File: src/rtl/seg_rx_pkg.sv
// Shared types and constants for the serial shift-out receiver.
package seg_rx_pkg;

   localparam int SEG_WIDTH = 64;
   localparam int LED_WIDTH = 16;

   typedef logic [1:0] rx_state_t;

   localparam rx_state_t IDLE = 2'd0;
   localparam rx_state_t RECV = 2'd1;
   localparam rx_state_t FULL = 2'd2;
   localparam rx_state_t OVER = 2'd3;

   function automatic int CNT_W(input int width);
      return $clog2(width + 2);
   endfunction

endpackage

File: src/rtl/seg_shift_rx_sync_edge.sv
// One serial line: synchronizer chain, history flop, rising-edge strobe.
module sync_edge #(
   parameter int STAGES = 2
) (
   input  logic clk,
   input  logic rstn,
   input  logic d_i,
   output logic lvl_o,
   output logic rise_o
);

   logic [STAGES-1:0] sync_q;
   logic              hist_q;

   always_ff @(posedge clk) begin
      if (!rstn) begin
         sync_q <= '0;
         hist_q <= 1'b0;
      end else begin
         sync_q <= {sync_q[STAGES-2:0], d_i};
         hist_q <= sync_q[STAGES-1];
      end
   end

   assign lvl_o  = sync_q[STAGES-1];
   assign rise_o = sync_q[STAGES-1] & ~hist_q;

endmodule

File: src/rtl/seg_shift_rx.sv
// Oversampling serial-to-parallel receiver for the display/LED chain.
module seg_shift_rx
   import seg_rx_pkg::*;
#(
   parameter int WIDTH       = SEG_WIDTH,
   parameter int SYNC_STAGES = 2
) (
   input  logic                    clk,
   input  logic                    RSTN,
   input  logic                    ser_clk,
   input  logic                    ser_dat,
   input  logic                    ser_clrn,
   input  logic                    ser_en,
   input  logic                    err_clr,
   output logic [WIDTH-1:0]        data_out,
   output logic                    data_valid,
   output logic                    frame_err,
   output logic [CNT_W(WIDTH)-1:0] bit_cnt,
   output logic                    busy
);

   localparam int CW = CNT_W(WIDTH);
   localparam logic [CW-1:0] CNT_LAST = CW'(WIDTH - 1);
   localparam logic [CW-1:0] CNT_MAX  = CW'(WIDTH + 1);

   logic [3:0] in_w, lvl_w, rise_w;
   logic       clk_rise, en_rise, s_dat, s_clrn;
   logic       unused_w;

   assign in_w = {ser_clk, ser_dat, ser_clrn, ser_en};

   for (genvar g = 0; g < 4; g++) begin : g_sync
      sync_edge #(
         .STAGES (SYNC_STAGES)
      ) u_sync (
         .clk    (clk),
         .rstn   (RSTN),
         .d_i    (in_w[g]),
         .lvl_o  (lvl_w[g]),
         .rise_o (rise_w[g])
      );
   end

   assign clk_rise = rise_w[3];
   assign s_dat    = lvl_w[2];
   assign s_clrn   = lvl_w[1];
   assign en_rise  = rise_w[0];
   assign unused_w = ^{lvl_w[3], lvl_w[0], rise_w[2:1]};

   logic [WIDTH-1:0] shreg_q, shreg_d, sh_w;
   logic [WIDTH-1:0] dout_q, dout_d;
   logic [CW-1:0]    cnt_q, cnt_d, cnt_sh;
   rx_state_t        state_q, state_d, st_sh;
   logic             err_q, err_d, dv_q;
   logic             good, bad;

   // Shift first, so the latch decision sees the post-shift frame.
   always_comb begin
      sh_w   = shreg_q;
      cnt_sh = cnt_q;
      st_sh  = state_q;
      if (clk_rise) begin
         sh_w = {shreg_q[WIDTH-2:0], s_dat};
         if (cnt_q != CNT_MAX) cnt_sh = cnt_q + 1'b1;
         case (state_q)
            IDLE:    st_sh = (WIDTH == 1) ? FULL : RECV;
            RECV:    st_sh = (cnt_q == CNT_LAST) ? FULL : RECV;
            FULL:    st_sh = OVER;
            OVER:    st_sh = OVER;
            default: st_sh = IDLE;
         endcase
      end
   end

   always_comb begin
      good    = 1'b0;
      bad     = 1'b0;
      shreg_d = sh_w;
      cnt_d   = cnt_sh;
      state_d = st_sh;
      if (!s_clrn) begin
         shreg_d = '0;
         cnt_d   = '0;
         state_d = IDLE;
      end else if (en_rise) begin
         cnt_d   = '0;
         state_d = IDLE;
         good    = (st_sh == FULL);
         bad     = (st_sh != FULL);
      end
      err_d  = bad ? 1'b1 : (err_clr ? 1'b0 : err_q);
      dout_d = good ? sh_w : dout_q;
   end

   always_ff @(posedge clk) begin
      if (!RSTN) begin
         shreg_q <= '0;
         dout_q  <= '0;
         cnt_q   <= '0;
         state_q <= IDLE;
         err_q   <= 1'b0;
         dv_q    <= 1'b0;
      end else begin
         shreg_q <= shreg_d;
         dout_q  <= dout_d;
         cnt_q   <= cnt_d;
         state_q <= state_d;
         err_q   <= err_d;
         dv_q    <= good;
      end
   end

   assign data_out   = dout_q;
   assign data_valid = dv_q;
   assign frame_err  = err_q;
   assign bit_cnt    = cnt_q;
   assign busy       = (cnt_q != '0);

endmodule
File: config.mk
export PLATFORM = sky130hd
export DESIGN_NAME = seg_shift_rx
export DESIGN_NICKNAME = d
export VERILOG_FILES = /design/src/rtl/seg_rx_pkg.sv /design/src/rtl/seg_shift_rx_sync_edge.sv /design/src/rtl/seg_shift_rx.sv
export SDC_FILE = /design/constraint.sdc
export NUM_CORES = 1
export LEC_CHECK = 0
export CORE_MARGIN = 1
export CORE_UTILIZATION = 42
export DETAILED_ROUTE_END_ITERATION = 10
export HOLD_SLACK_MARGIN = 0.06
export PLACE_DENSITY = 0.72
export SYNTH_ARGS = -nofsm -noshare
export SYNTH_HDL_FRONTEND = slang
export SYNTH_SLANG_ARGS = --single-unit
File: constraint.sdc
create_clock -name clk -period 3.8 [get_ports clk]
set_input_delay 0.38 -clock clk [delete_from_list [all_inputs] [get_ports clk]]
set_output_delay 0.38 -clock clk [all_outputs]
set_load 0.03 [all_outputs]
### After elaboration in Yosys (flattened, before gate mapping)

Cells that the tools add are included.

| storage, ports and cells | value |
|---|---|
| flip-flop bits (word level) | 149 |
| output and inout bits | 74 |
| input port bits | 7 |
| logic and storage cells | 43 |

| cells by class | value |
|---|---|
| mux-type cells | 10 |
| reduce and logical (&&, ||, !) cells | 7 |
| $add $sub $neg | 1 |
| eq/ne operators | 7 |
| bitwise gates (word level) | 6 |

Operators by type and width:

| operator | number |
|---|---|
| $mux 64 | 1 |
| $add 7x1->7 const B | 1 |
| $eq 7x6->1 const B | 1 |
| $ne 7x7->1 const B | 1 |
| $reduce_bool 7->1 | 1 |
| $eq 2x2->1 const B | 3 |
| $mux 1 | 6 |
| $pmux 2 s3 | 1 |
| $mux 2 | 2 |
| $not 1->1 | 4 |
| $reduce_and 2->1 | 2 |
| $reduce_or 3->1 | 1 |
| $and 1x1->1 | 2 |
| $eq 2x1->1 const B | 1 |
| $logic_not 2->1 | 1 |
| $ne 2x2->1 const B | 1 |
| $reduce_bool 2->1 | 1 |
| $reduce_or 2->1 | 1 |

### Depth between registers and ports, before layout

Gate-level depths: netlist of run 1.

| logic depth | value |
|---|---|
| word-level depth | 8 |
| depth in mapped cells | 7 |
| depth with buffers taken out | 5 |

### Hierarchy

From an unflattened synthesis of run 1, not the netlist that was laid out.

| second synthesis, totals | value |
|---|---|
| cells, all modules | 550 |
| area, all modules | 5,754.3 µm² |

By module, submodules not included:

| module | times used | seq. area each (µm²) | cells an instance | area each (µm²) |
|---|---|---|---|---|
| seg_shift_rx | 1 | 2,782.7 | 522 | 5,383.9 |
| sync_edge | 4 | 60.1 | 7 | 92.6 |

### Worst setup path after synthesis of run 1

Ideal clock, no wire load.

| path | value |
|---|---|
| path type | flip-flop to flip-flop |
| from | register cnt_q[0] (netlist: bit_cnt[0]) |
| to | register dout_q[43] (netlist: data_out[43]) |
| path buffers | 2 |
| period minus slack after synthesis | 2,003 ps |
| cell stages (with the launch flop) | 8 |
| setup slack | 1,797 ps |
| library setup time | 119 ps |
| data required time | 3,681 ps |
| arrival time | 1,885 ps |
| cells stage by stage | dfxtp_1 -> ha_1 -> nand3_2 -> nor4_4 -> nor2_1 -> buf_4 -> buf_6 -> o221a_2 |

| on the way | value |
|---|---|
| longest elaborated chain between the ends | 7 |

RTL lines:

| what | RTL line | text |
|---|---|---|
| start: declaration | seg_shift_rx.sv:52 | `logic [CW-1:0] cnt_q, cnt_d, cnt_sh;` |
| start signal: assignment | seg_shift_rx.sv:106 | `cnt_q <= cnt_d;` |
| $eq 7x6->1 | seg_shift_rx.sv:67 | `RECV: st_sh = (cnt_q == CNT_LAST) ? FULL : RECV;` |
| $mux 2 | seg_shift_rx.sv:67 |  |
| $pmux 2 s3 | seg_shift_rx.sv:65 | `case (state_q)` |
| $mux 2 | seg_shift_rx.sv:62 | `if (clk_rise) begin` |
| $eq 2x2->1 | seg_shift_rx.sv:88 | `good = (st_sh == FULL);` |
| $mux 1 | seg_shift_rx.sv:85 | `end else if (en_rise) begin` |
| $mux 1 | seg_shift_rx.sv:81 | `if (!s_clrn) begin` |
| end signal: assignment | seg_shift_rx.sv:105 | `dout_q <= dout_d;` |
| end: declaration | seg_shift_rx.sv:51 | `logic [WIDTH-1:0] dout_q, dout_d;` |

No other way between the ends.
A chain may end at the register's enable or synchronous reset.

### Final worst setup path of run 1

| path | value |
|---|---|
| from | register cnt_q[0] (netlist: bit_cnt[0]) |
| to | register dout_q[21] (netlist: data_out[21]) |

Same word-level chain as after synthesis.

==> metrics.md, run 1 <==
| Metric | Value |
|---|---|
| Fmax | 0.385 GHz |
| DR WL/cell | around 14 um |
| Final setup violation count | 0 |
| Ports | between 80 and 90 |
| CTS H-tree depth | 4 |
| Max cap viols | 0 |
| Initial antenna violation count | 0 |
| GP Congestion | between 0.8 and 0.9 |
| Mapped Cells | between 500 and 600 |
| Worst R2R Start | bit_cnt[0] |
| Post-Place Worst Slack | roughly 1200 ps |
| Post-Route WL | 10800 um |
| Commonest non-fill, non-tap cell in the layout | dfxtp_1 |
| Chip width | roughly 120 um |
| Final #Nets | 581 |
| Synthesized flop and latch total | 149 |
| Setup crit start kind | flip-flop |
| Most frequent cells in the layout | dfxtp_1 (149), clkdlybuf4s50_1 (79), nor2_1 (72) |
| Critical path required time | 4140 ps |
| # resized after CTS | 0 |
| Skew-Pair Late Insertion Delay | roughly 400 ps |
| All-Layer GR Usage | 0.171 |
| Num rows | 41 |
| Ant diodes | 0 |
| Area of the die | 13600 um2 |
| Netlist Area Pre-Place | about 5500 um2 |
| Reg2reg end | data_out[21] |
| Clock transition at path regs | about 60 ps |
| Outcome | complete, no violations |
| Vias | 3907 |
| Worst hold path class | flip-flop to flip-flop |
| Vias in the first global route | approximately 3.8k |
| Setup CP Type | flip-flop to flip-flop |
| Post-synth EDFFs | 0 |
| P per Cell Area | 468 nW/um2 |
| # port buffers | 80 |
| Slowest stage cell, crit path | o21a_2 |
| Area Overhead vs Synth | 24.7% |
| # fillers | 1121 |
| Sink Count | 149 |
| DRC | 0 |
| DR pass1 iterations | 4 |
| Mapped Avg Cell Area | 10.8 um2 |
| Max stage delay on crit path | ~490 ps |
| Layout cell share with drive strength beyond 1 | 0.146 |
| Worst Tran Pin Value | approximately 1100 ps |
| Worst Setup SP | bit_cnt[0] |
| Total grt overflow | 0 |
| Die Ht | around 120 um |
| Tcrit/Tclk final | 0.684 |
| Highest Signal Layer | met4 |
| Largest net degree at the start of global routing | 78 |
| Leakage power | 0.00225 uW |
| Met3 WL | just under 400 um |
| DP HPWL | around 6700 um |
| CTS tree | done |
| Tmin final | approximately 2600 ps |
| Total setup buffers inserted after CTS | 0 |
| R2R Setup Slk | approximately 1200 ps |
| RSZ-0062 raised after global routing | no |
| Final TNS setup | 0 ps |
| Power Total | approximately 3200 uW |
| Yosys warns | 0 |
| Met1 wire length | approximately 5000 um |
| Main synth FF type | dfxtp_1 |
| Final Hold Fails | 0 |
| Async set-reset flop share out of synthesis | 0 |
| Routed wl met2 | approximately 5200 um |
| Global-route wire length before repair | 18100 um |
| Mapped Nets | roughly 520 |
| Worst EP arrival | just under 3000 ps |
| Core area | approximately 13000 um2 |
| CTS Hold Bufs | 0 |
| Vias/cell | 5.17 |
| Worst Clk Skew | between 10 and 15 ps |
| CP Max Fanout | 42 |
| Worst Reg-to-Reg Cells | 6 |
| Worst slew margin | 0.288 |
| CTS buffer count | 17 |
| Critical Path Sink Type | flip-flop |
| Maximum vdd drop | 0.000238 V |
| Final WS setup | between 1000 and 1500 ps |
| Initial Util | 0.433 |
| DR iter-0 viols | about 150 |
| CP Cell Sequence | ha_1 -> nand3_2 -> nor4_4 -> o21a_2 -> buf_4 -> o221a_2 |
| Clock root buffer | clkbuf_16 |
| End of the critical path | data_out[21] |
| Register area share after synthesis | 0.541 |
| Library cells used by synthesis | 35 |
| Post-route ant nets | 0 |
| Hold path cells | 1 |
| Clk buf depth | 2 |
| Max Slew Vio Count | 0 |
-- layer usage --
metal	up-vias	track usage
li1	1920	-
met1	1901	0.214
met2	78	0.285
met3	8	0.0451
met4	0	0.0599
met5	-	0
-- worst max-delay path: cells and delay by family, from the launching register on --
family	cells	cell delay, ps
AND/OR/NAND/NOR	2	540
flip-flops	1	440
adder cells (fa/ha/maj)	1	270
buffers and inverters	1	490
AO/OA/AOI/OAI	2	750
-- Yosys cell counts, types with 3 or more instances --
| cell | count | area share |
|---|---|---|
| o221a_1 | 24 | 0.049 |
| clkbuf_1 | 23 | 0.016 |
| xor2_1 | 3 | 0.0048 |
| nor2b_1 | 3 | 0.0034 |
| nand2_1 | 65 | 0.044 |
| ha_1 | 3 | 0.0068 |
| nor2_1 | 73 | 0.050 |
| o221a_2 | 40 | 0.082 |
| buf_4 | 5 | 0.0068 |
| inv_1 | 3 | 0.0020 |
| mux2i_1 | 65 | 0.12 |
| buf_6 | 11 | 0.022 |
| and2_1 | 13 | 0.015 |
| dfxtp_1 | 149 | 0.54 |
| buf_2 | 6 | 0.0054 |
-- logic make-up after synthesis --
family | synth area share
AOI/OAI and AO/OA | 0.139
xor gates and xnor gates | 0.00636
and+or+nand+nor | 0.135
DFF | 0.541
adders and majority gates | 0.00681
buffers and inverters | 0.0531
muxes | 0.118
-- sequential cells by signal (all words and copies together) (netlist names) --
register,count
frame_err,1
shreg_q,64
data_valid,1
data_out,64
g_sync.u_sync.sync_q,8
state_q,2
bit_cnt,7
g_sync.u_sync.hist_q,2
-- metrics by stage --
| step | hold WS (ps) | util | std cells | instance area, um2 |
|---|---|---|---|---|
| after floorplan | 412 | - | 512 | 5510 |
| after CTS | 433 | 0.540 | 756 | 6870 |
| after global routing | 453 | 0.540 | 756 | 6870 |
| final | 431 | 0.540 | 756 | 6870 |
| after global placement | 419 | 0.495 | 724 | 6300 |
| after detailed placement | 419 | 0.495 | 724 | 6300 |
-- how the worst min path moves through the flow --
stage	endpoint	slack (ps)	startpoint
floorplan	g_sync[0].u_sync.sync_q[1]	410	g_sync[0].u_sync.sync_q[0]
finish	g_sync[0].u_sync.sync_q[1]	430	g_sync[0].u_sync.sync_q[0]
detailed placement	g_sync[0].u_sync.sync_q[1]	420	g_sync[0].u_sync.sync_q[0]
CTS	g_sync[0].u_sync.sync_q[1]	430	g_sync[0].u_sync.sync_q[0]
global route	g_sync[3].u_sync.sync_q[1]	450	g_sync[3].u_sync.sync_q[0]
global placement	g_sync[3].u_sync.sync_q[1]	420	g_sync[3].u_sync.sync_q[0]
-- report_power, final --
group | switching, uW | internal [uW]
clock network | 622 | 960
registers | 1.88 | 1570
logic | 39.2 | 25.6
-- area by class of cell --
type / count / area [um2] / share of cell area
inverter: 3 / 11.3 / 0.00164
clock inverter: 14 / 138 / 0.0200
timing repair buffer: 86 / 841 / 0.122
tap: 172 / 215 / 0.0313
clock buffer: 18 / 429 / 0.0625
sequential: 149 / 2980 / 0.434
multi-input combinational: 314 / 2250 / 0.328
(Power assumes the default switching activity.)
==> run 2, diff against run 1 <==
==> constraint.sdc (replaced) <==
create_clock -name clk -period 2.45 [get_ports clk]
set_input_delay 0.245 -clock clk [delete_from_list [all_inputs] [get_ports clk]]
set_output_delay 0.245 -clock clk [all_outputs]
set_load 0.03 [all_outputs]
==> metrics.md, run 2 (synthesized netlist as in run 1, its figures left out) <==
| Metric | Value |
|---|---|
| Setup CP Type | flip-flop to output pin |
| Commonest non-fill, non-tap cell in the layout | dfxtp_1 |
| Initial Util | 0.433 (unchanged) |
| Worst EP arrival | 1930 ps (-1010 ps) |
| Vias | 3882 (-0.64%) |
| Area of the die | 13600 um2 (unchanged) |
| Fmax | around 0.46 GHz |
| Tcrit/Tclk final | 0.887 |
| Final setup violation count | 0 (unchanged) |
| Tmin final | about 2200 ps |
| # resized after CTS | 0 (unchanged) |
| Vias/cell | 5.10 (-1.3%) |
| Max cap viols | 0 (unchanged) |
| DR pass1 iterations | 4 (unchanged) |
| DP HPWL | 7040 um (+5.9%) |
| Layout cell share with drive strength beyond 1 | 0.151 (+0.00556) |
| Global-route wire length before repair | 18200 um (+0.19%) |
| Most frequent cells in the layout | dfxtp_1 (149), clkdlybuf4s50_1 (79), nor2_1 (72) |
| Worst Clk Skew | 7.61 ps (-3.46 ps) |
| Leakage power | 0.00231 uW (+2.6%) |
| Area Overhead vs Synth | 26.7% |
| Clock root buffer | clkbuf_16 |
| Max Slew Vio Count | 0 (unchanged) |
| Post-Place Worst Slack | 320 ps (-887 ps) |
| Total setup buffers inserted after CTS | 0 (unchanged) |
| Critical Path Sink Type | output pin |
| DR WL/cell | 14.3 um (about the same) |
| CP Max Fanout | 8 (-81%) |
| CTS H-tree depth | 4 (unchanged) |
| CTS Hold Bufs | 0 (unchanged) |
| Largest net degree at the start of global routing | 68 (-13%) |
| Num rows | 41 (unchanged) |
| Vias in the first global route | 3720 (-3.1%) |
| GP Congestion | 0.768 (-7.6%) |
| Ports | 81 (unchanged) |
| All-Layer GR Usage | 0.173 (+0.00163) |
| Chip width | 117 um (unchanged) |
| Post-Route WL | 10900 um (+0.74%) |
| Clock transition at path regs | 60 ps (about the same) |
| Die Ht | 117 um (unchanged) |
| Core area | 12700 um2 (unchanged) |
| CTS buffer count | 17 (unchanged) |
| RSZ-0062 raised after global routing | no |
| # port buffers | 80 (unchanged) |
| Initial antenna violation count | 0 (unchanged) |
| Worst slew margin | 0.432 (+0.144) |
| CP Cell Sequence | nor4_1 -> nand3b_1 -> clkdlybuf4s50_1 |
| Post-route ant nets | 0 (unchanged) |
| DR iter-0 viols | 259 (+70%) |
| Setup crit start kind | flip-flop |
| Final WS setup | 278 ps (-924 ps) |
| Max stage delay on crit path | 610 ps (+120 ps) |
| Worst Tran Pin Value | 850 ps (-217 ps) |
| P per Cell Area | 752 nW/um2 (+61%) |
| Maximum vdd drop | 0.000451 V (+90%) |
| Total grt overflow | 0 (unchanged) |
| Final #Nets | 587 (+1.0%) |
| Ant diodes | 0 (unchanged) |
| Outcome | complete, no violations |
| Critical path required time | 2200 ps (-1940 ps) |
| Sink Count | 149 (unchanged) |
| CTS tree | done |
| Worst hold path class | primary input to flip-flop |
| DRC | 0 (unchanged) |
| Skew-Pair Late Insertion Delay | 410 ps (about the same) |
| Clk buf depth | 2 (unchanged) |
| Slowest stage cell, crit path | clkdlybuf4s50_1 |
| Final TNS setup | 0 ps (unchanged) |
| Final Hold Fails | 0 (unchanged) |
[run 2: changes by cell type in the layout (fill, tap and decap cells not counted), moves of 2 or more]
cell | previous run | this run
bufinv_16 | 2 | 4
inv_6 | 0 | 2
buf_4 | 6 | 11
clkinv_2 | 6 | 1
clkinvlp_4 | 4 | 2
[run 2: cell type report]
| cell class | count | area, um2 |
|---|---|---|
| Sequential cell | 149 | 2980 |
| Inverter | 3 | 11.3 |
| Clock buffer | 20 | 447 |
| Timing Repair Buffer | 92 | 898 |
| Tap cell | 172 | 215 |
| Fill cell | 1153 | 5740 |
| Clock inverter | 11 | 175 |
| Multi-Input combinational cell | 314 | 2250 |
[run 2: power breakdown]
| group | leakage [uW] | internal [uW] | total, uW | switching [uW] |
|---|---|---|---|---|
| Combinational | 0.000810 | 41.0 | 102 | 61.4 |
| Clock | 0.000297 | 1730 | 2720 | 983 |
| Sequential | 0.00120 | 2430 | 2430 | 2.86 |
| Total | 0.00231 | 4210 | 5250 | 1050 |
[run 2: routing by layer]
metal / wire, um / GRT usage / share of wire
met5: 0 / 0 / 0
met4: 180 / 0.0675 / 0.017
met3: 412 / 0.0467 / 0.038
met2: 5200 / 0.283 / 0.48
met1: 5090 / 0.216 / 0.47
[run 2: final timing paths]
| kind | start | endpoint | slack [ps] | depth (start not counted) |
|---|---|---|---|---|
| max | bit_cnt[2] | busy | 280 | 3 |
| min | RSTN | data_out[41] | 340 | 2 |
| max reg2reg | bit_cnt[0] | data_out[26] | 300 | 6 |
| min reg2reg | g_sync[0].u_sync.sync_q[0] | g_sync[0].u_sync.sync_q[1] | 430 | 1 |
[run 2: per-stage QoR]
stage | instances | util | instance area [um2] | hold slack [ps] | power (uW)
after CTS | 761 | 0.549 | 6980 | 324 | 5300
after global routing | 761 | 0.549 | 6980 | 357 | 5430
after floorplan | 512 | - | 5510 | 372 | 2560
after detailed placement | 730 | 0.500 | 6360 | 422 | 2590
after global placement | 730 | 0.500 | 6360 | 417 | 2590
final | 761 | 0.549 | 6980 | 336 | 5250
[run 2: worst max-delay path, delay by kind of cell (launching register included)]
family	cells	cell delay (ps)
flops	1	390
buf+inv	1	610
simple gates	2	530
==> run 3, diff against run 2 <==
==> constraint.sdc (replaced) <==
create_clock -name clk -period 2.45 [get_ports clk]
set_input_delay 0.3675 -clock clk [delete_from_list [all_inputs] [get_ports clk]]
set_output_delay 0.3675 -clock clk [all_outputs]
set_load 0.03 [all_outputs]
==> results of run 3 <==
Same layout as run 2 (identical final DEF). Status: complete, no violations.
Main changes from that run: setup slack after layout 278 ps -> 155 ps; hold slack 336 ps -> 433 ps; end point of the worst hold path data_out[41] -> g_sync[0].u_sync.sync_q[1]
==> RTL change 1 (config.mk and constraints of run 2) <==
Set the package constant `SEG_WIDTH` to 96 (it was 64).
--- a/src/rtl/seg_rx_pkg.sv
+++ b/src/rtl/seg_rx_pkg.sv
@@ -1,7 +1,7 @@
 // Shared types and constants for the serial shift-out receiver.
 package seg_rx_pkg;
 
-   localparam int SEG_WIDTH = 64;
+   localparam int SEG_WIDTH = 96;
    localparam int LED_WIDTH = 16;
 
    typedef logic [1:0] rx_state_t;
Ports: changed (resized data_out); port bits go from 81 to 113. The function was not compared with the original's and may differ.
==> RTL change 1 against run 2 <==
  * Setup slack worse by 0.20 ns
  * Critical path depth did not move
  * Global-route usage down 0.52 points
  * Design area grew 41%
  * First-iteration DRC count decreased by 15%
  * Count of clock-buffer cells in the layout rose by 15
  * Area after synthesis rose by 41%
  * Sequential cell count is 64 higher
  * Power rose by 33%
  * Wire length up 48%
  * Critical path type unchanged
==> RTL change 1: results (changes against run 2) <==
Logic synthesis
  – Main flop type after synthesis: dfxtp_1
  – Syn Nets: 738 (+41%)
  – Mean post-synth cell area: 10.7 µm² (-0.78%)
  – Synth cell types: 37 (+5.7%)
  – Seq/Total Area, Yosys: 54.9% (+0.72 points)
  – FFs w/ async S/R, synth: 0% (unchanged)
  – Top cells by count, synth: 213 x dfxtp_1, 101 x nor2_1, 99 x nand2_1, 97 x mux2i_1, 61 x o221a_2
  – Synthesis warning total: 0 (unchanged)
  – Area contributors post-synth: dfxtp_1 55%, mux2i_1 12%, o221a_2 8.8%, nor2_1 4.9%, nand2_1 4.8%

Global route
  – Grt met2 use: 27.9% (-0.39 points)
  – Met3 GRT Util: 2.77% (-1.9 points)
  – Met1 Use GR: 22.1% (+0.55 points)
  – Pin count of the biggest net entering global routing: 111 (+63%)
  – Aggregate global-route resource usage: 16.7% (-0.52 points)
  – Initial antenna violation count: 0 (unchanged)
  – Vias in the first global route: 5,260 (+41%)
  – First-pass GRT wire length: 26.7 mm (+47%)

Clocking
  – # H-tree levels: 1 (-3)
  – Clk buf depth: 3 (+1)
  – Post-CTS setup buffers: 0 (unchanged)
  – Clk_lat worst skew: 0.50 ns (+0.09 ns)
  – Clock root buffer: clkbuf_16
  – TritonCTS Buffers: 23 (+6)
  – Clk slew on worst S/H paths: 0.06 ns (about the same)

Finish
  – Nets: 825 (+41%)
  – Finished Layout Cells: 1,060 (+39%)
  – Share of post-route cells with drive strength above 1: 15.2% (+0.052 points)
  – Layout fillers: 1,594 (+38%)
  – # diodes: 0 (unchanged)

Worst setup path
  – Crit path max fanout: 5 (-3)

Power and ir drop
  – Pleak: 3.27 nW (+42%)
  – Max VDD drop: 0.484 mV (+7.2%)
  – Int Pwr: 5.59 mW (+33%)

Placed design
  – Placed cells: 1,018 (+39%)
  – Port Buffers: 112 (+40%)
  – HPWL Detailed: 9.67 mm (+37%)
  – Final GP Congestion: 0.706 (-8.1%)

Detailed routing
  – Post-Route M1 WL: 7.85 mm (+54%)
  – Met2 wire len: 7.44 mm (+43%)
  – DR iter-0 viols: 219 (-15%)
  – DR WL met3: 512 µm (+24%)
  – First drt pass iteration count: 4 (unchanged)
  – WL/cell: 15.2 µm (+6.4%)
  – Vias per cell: 5.18 (+1.5%)
  – Top layer in use: met4

Timing
  – Worst Skew: 0.0123 ns (+0.00467 ns)
  – Worst slew pin tran: 0.921 ns (+0.0713 ns)

Status
  – Status: completed

Worst hold path
  – Hold WC Path Type: in2reg
## RTL change 1: cell types whose count changed in the layout (fill, tap and decap cells not counted), moves of 4 or more
cell,run 2,this run
a211oi_1,0,4
buf_12,1,5
clkbuf_16,17,23
clkbuf_8,1,8
clkdlybuf4s50_1,79,110
dfxtp_1,149,213
mux2i_1,65,97
nand2_1,64,98
nor2_1,72,101
o221a_1,24,30
o221a_2,40,61
## RTL change 1: worst max-delay path, cell delays in order, from the launching register on
cell and delay [ns]:
dfxtp_1 0.34, or3_1 0.40, or4b_2 0.67, buf_2 0.21
## RTL change 1: layout make-up
type / instances / area share (%)
inverters: 4 / 0.153
flip-flops and latches: 213 / 43.4
well taps: 229 / 2.92
multi-input cells: 448 / 32.8
clock buffers: 35 / 7.13
clock inverters: 6 / 0.599
repair buffers: 125 / 13.0
## RTL change 1: power by group through the flow
stage | Clock, mW | Sequential (mW) | Combinational (mW)
2_1_floorplan | 0 | 3.55 | 0.107
5_1_grt | 3.62 | 3.47 | 0.152
6_report | 3.36 | 3.47 | 0.142
3_5_place_dp | 0 | 3.55 | 0.143
3_3_place_gp | 0 | 3.55 | 0.143
4_1_cts | 3.45 | 3.47 | 0.143
## RTL change 1: final timing paths
kind | startpoint | endpoint | slack [ns] | depth (start not counted)
worst min register to register | g_sync[3].u_sync.sync_q[0] | g_sync[3].u_sync.sync_q[1] | 0.43 | 1
worst max-delay path | bit_cnt[3] | busy | 0.08 | 3
worst max register to register | bit_cnt[0] | data_out[93] | 0.30 | 6
worst min-delay path | RSTN | shreg_q[15] | 0.23 | 3
## RTL change 1: cell families after synthesis
| kind of cell | after synthesis | synth area share (%) |
|---|---|---|
| xor gates and xnor gates | 6 | 0.676 |
| DFF | 213 | 54.9 |
| adders and majority gates | 3 | 0.483 |
| and+or+nand+nor | 238 | 13.0 |
| AOI/OAI and AO/OA | 100 | 14.0 |
| buffers and inverters | 68 | 4.15 |
| muxes | 100 | 12.9 |
## RTL change 1: through the flow
step / hold slack [ns] / instance area (µm²) / worst slack (ns)
after floorplan: 0.372 / 7770 / 0.505
after global placement: 0.415 / 9060 / 0.152
after CTS: 0.235 / 9820 / 0.0689
after detailed placement: 0.420 / 9060 / 0.110
after global routing: 0.250 / 9820 / 0.0315
final: 0.234 / 9820 / 0.0826
## RTL change 1: timing repair
| action | 4_1_cts | 5_1_grt |
|---|---|---|
| pin swaps | 0 | 1 |
| hold endpoints to repair | 0 | 0 |
| gates cloned | 0 | 1 |
| resized for setup | 5 | 0 |
| hold buffers | 0 | 0 |
| endpoints found under the setup margin | 1 | 22 |
==> RTL change 2 (settings of run 2) <==
Made on the original files. `shreg_q` and `dout_q` no longer have a reset.
--- a/src/rtl/seg_shift_rx.sv
+++ b/src/rtl/seg_shift_rx.sv
@@ -94,20 +94,21 @@
 
    always_ff @(posedge clk) begin
       if (!RSTN) begin
-         shreg_q <= '0;
-         dout_q  <= '0;
          cnt_q   <= '0;
          state_q <= IDLE;
          err_q   <= 1'b0;
          dv_q    <= 1'b0;
       end else begin
-         shreg_q <= shreg_d;
-         dout_q  <= dout_d;
          cnt_q   <= cnt_d;
          state_q <= state_d;
          err_q   <= err_d;
          dv_q    <= good;
       end
+   end
+
+   always_ff @(posedge clk) begin
+      shreg_q <= shreg_d;
+      dout_q  <= dout_d;
    end
 
    assign data_out   = dout_q;
Behaviour: no difference found for any inputs over 10 cycles, from zero or initial values and one cycle with RSTN low; that may be too few to reach the edited logic, so the function may still have changed.
==> RTL change 2 against run 2 <==
  * Design area up 1.9%
  * Worst hold slack improved by 0.072 ns
  * Final cell count down 17%
  * Area after synthesis decreased by 0.48%
  * Count of clock-buffer cells in the layout rose by 6
  * First-iteration DRC count is 41% lower
  * Synthesized cell count decreased by 30%
  * Wire length decreased by 19%
  * Power fell by 0.13%
  * Sequential cell count stayed put
  * Sequential share of layout area rose by 8.4 points
  * Setup slack lost 0.045 ns
  * Clock skew down 0.00069 ns
  * Critical path type unchanged
  * Largest cell class unchanged
  * Largest power group unchanged
==> RTL change 2: results (changes against run 2) <==
Finish
  – Multi-input gate area: 1760 µm² (-22%)
  – Multi-input gates: 189 (-40%)
  – Finished Layout Cells: 632 (-17%)
  – Nets: 457 (-22%)
  – Clk tree area frac: 8.49% (-0.41 points)
  – Number of ordinary inverters in the final layout: 5 (+2)
  – CLK BUF: 26 (+30%)
  – Sequential share of cell area: 51.2% (+8.4 points)
  – Share of post-route cells with drive strength above 1: 24.6% (+9.5 points)

Power and ir drop
  – Int Pwr: 4.24 mW (+0.87%)
  – Pleak: 2.61 nW (+13%)
  – Clk power: 2.59 mW (-5%)
  – Power density over cell area: 737 nW/µm² (-2.0%)

Status
  – Status: completed

Worst setup path
  – Reg2reg path depth: 5 (-1)
  – Reg-to-Reg End: data_out[29]

Global route
  – First-pass GRT wire length: 14.4 mm (-21%)

Logic synthesis
  – Top cells by count, synth: 85 x dfxtp_1, 75 x and2_1, 64 x edfxtp_1, 48 x mux2_4, 15 x mux2_2
  – Area contributors post-synth: edfxtp_1 35%, dfxtp_1 31%, mux2_4 13%, and2_1 8.6%, mux2_2 3.1%
  – Seq/Total Area, Yosys: 66.1% (+12 points)
  – Mean post-synth cell area: 15.3 µm² (+42%)

Timing
  – Min Tclk post-route: 2.22 ns (+0.0452 ns)
  – Worst slew pin tran: 0.512 ns (-0.338 ns)

Detailed routing
  – Vias per cell: 4.68 (-8.2%)

Placed design
  – Placed cells: 600 (-18%)
RTL change 2: cell count changes in the layout (fill, tap and decap cells not counted), moves of 9 or more:
cell	run 2	this run
edfxtp_1	0	64
nand2_1	64	5
o221a_2	40	0
o221a_1	24	0
mux2i_1	65	3
buf_4	11	2
mux2_2	0	15
mux2_4	0	48
and2_1	12	75
nor2_1	72	1
dfxtp_1	149	77
RTL change 2: kinds of logic after synthesis:
group                      after synthesis  synth area share, %
buffers and inverters                   21                 2.28
DFF                                    149                 66.1
muxes                                   67                 17.0
and+or+nand+nor                        105                 12.3
AOI/OAI and AO/OA                       14                 1.73
adders and majority gates                3                0.685
RTL change 2: metal layers:
| metal | GRT usage, % | routed length, µm |
|---|---|---|
| met5 | 0 | 0 |
| met4 | 7.95 | 242 |
| met3 | 5.24 | 499 |
| met2 | 22.6 | 4160 |
| met1 | 17.0 | 3930 |
RTL change 2: critical path: stages (launching register included):
cell and delay (ns):
dfxtp_2 0.36, nor4_1 0.44, nand3b_1 0.14, clkdlybuf4s50_1 0.61
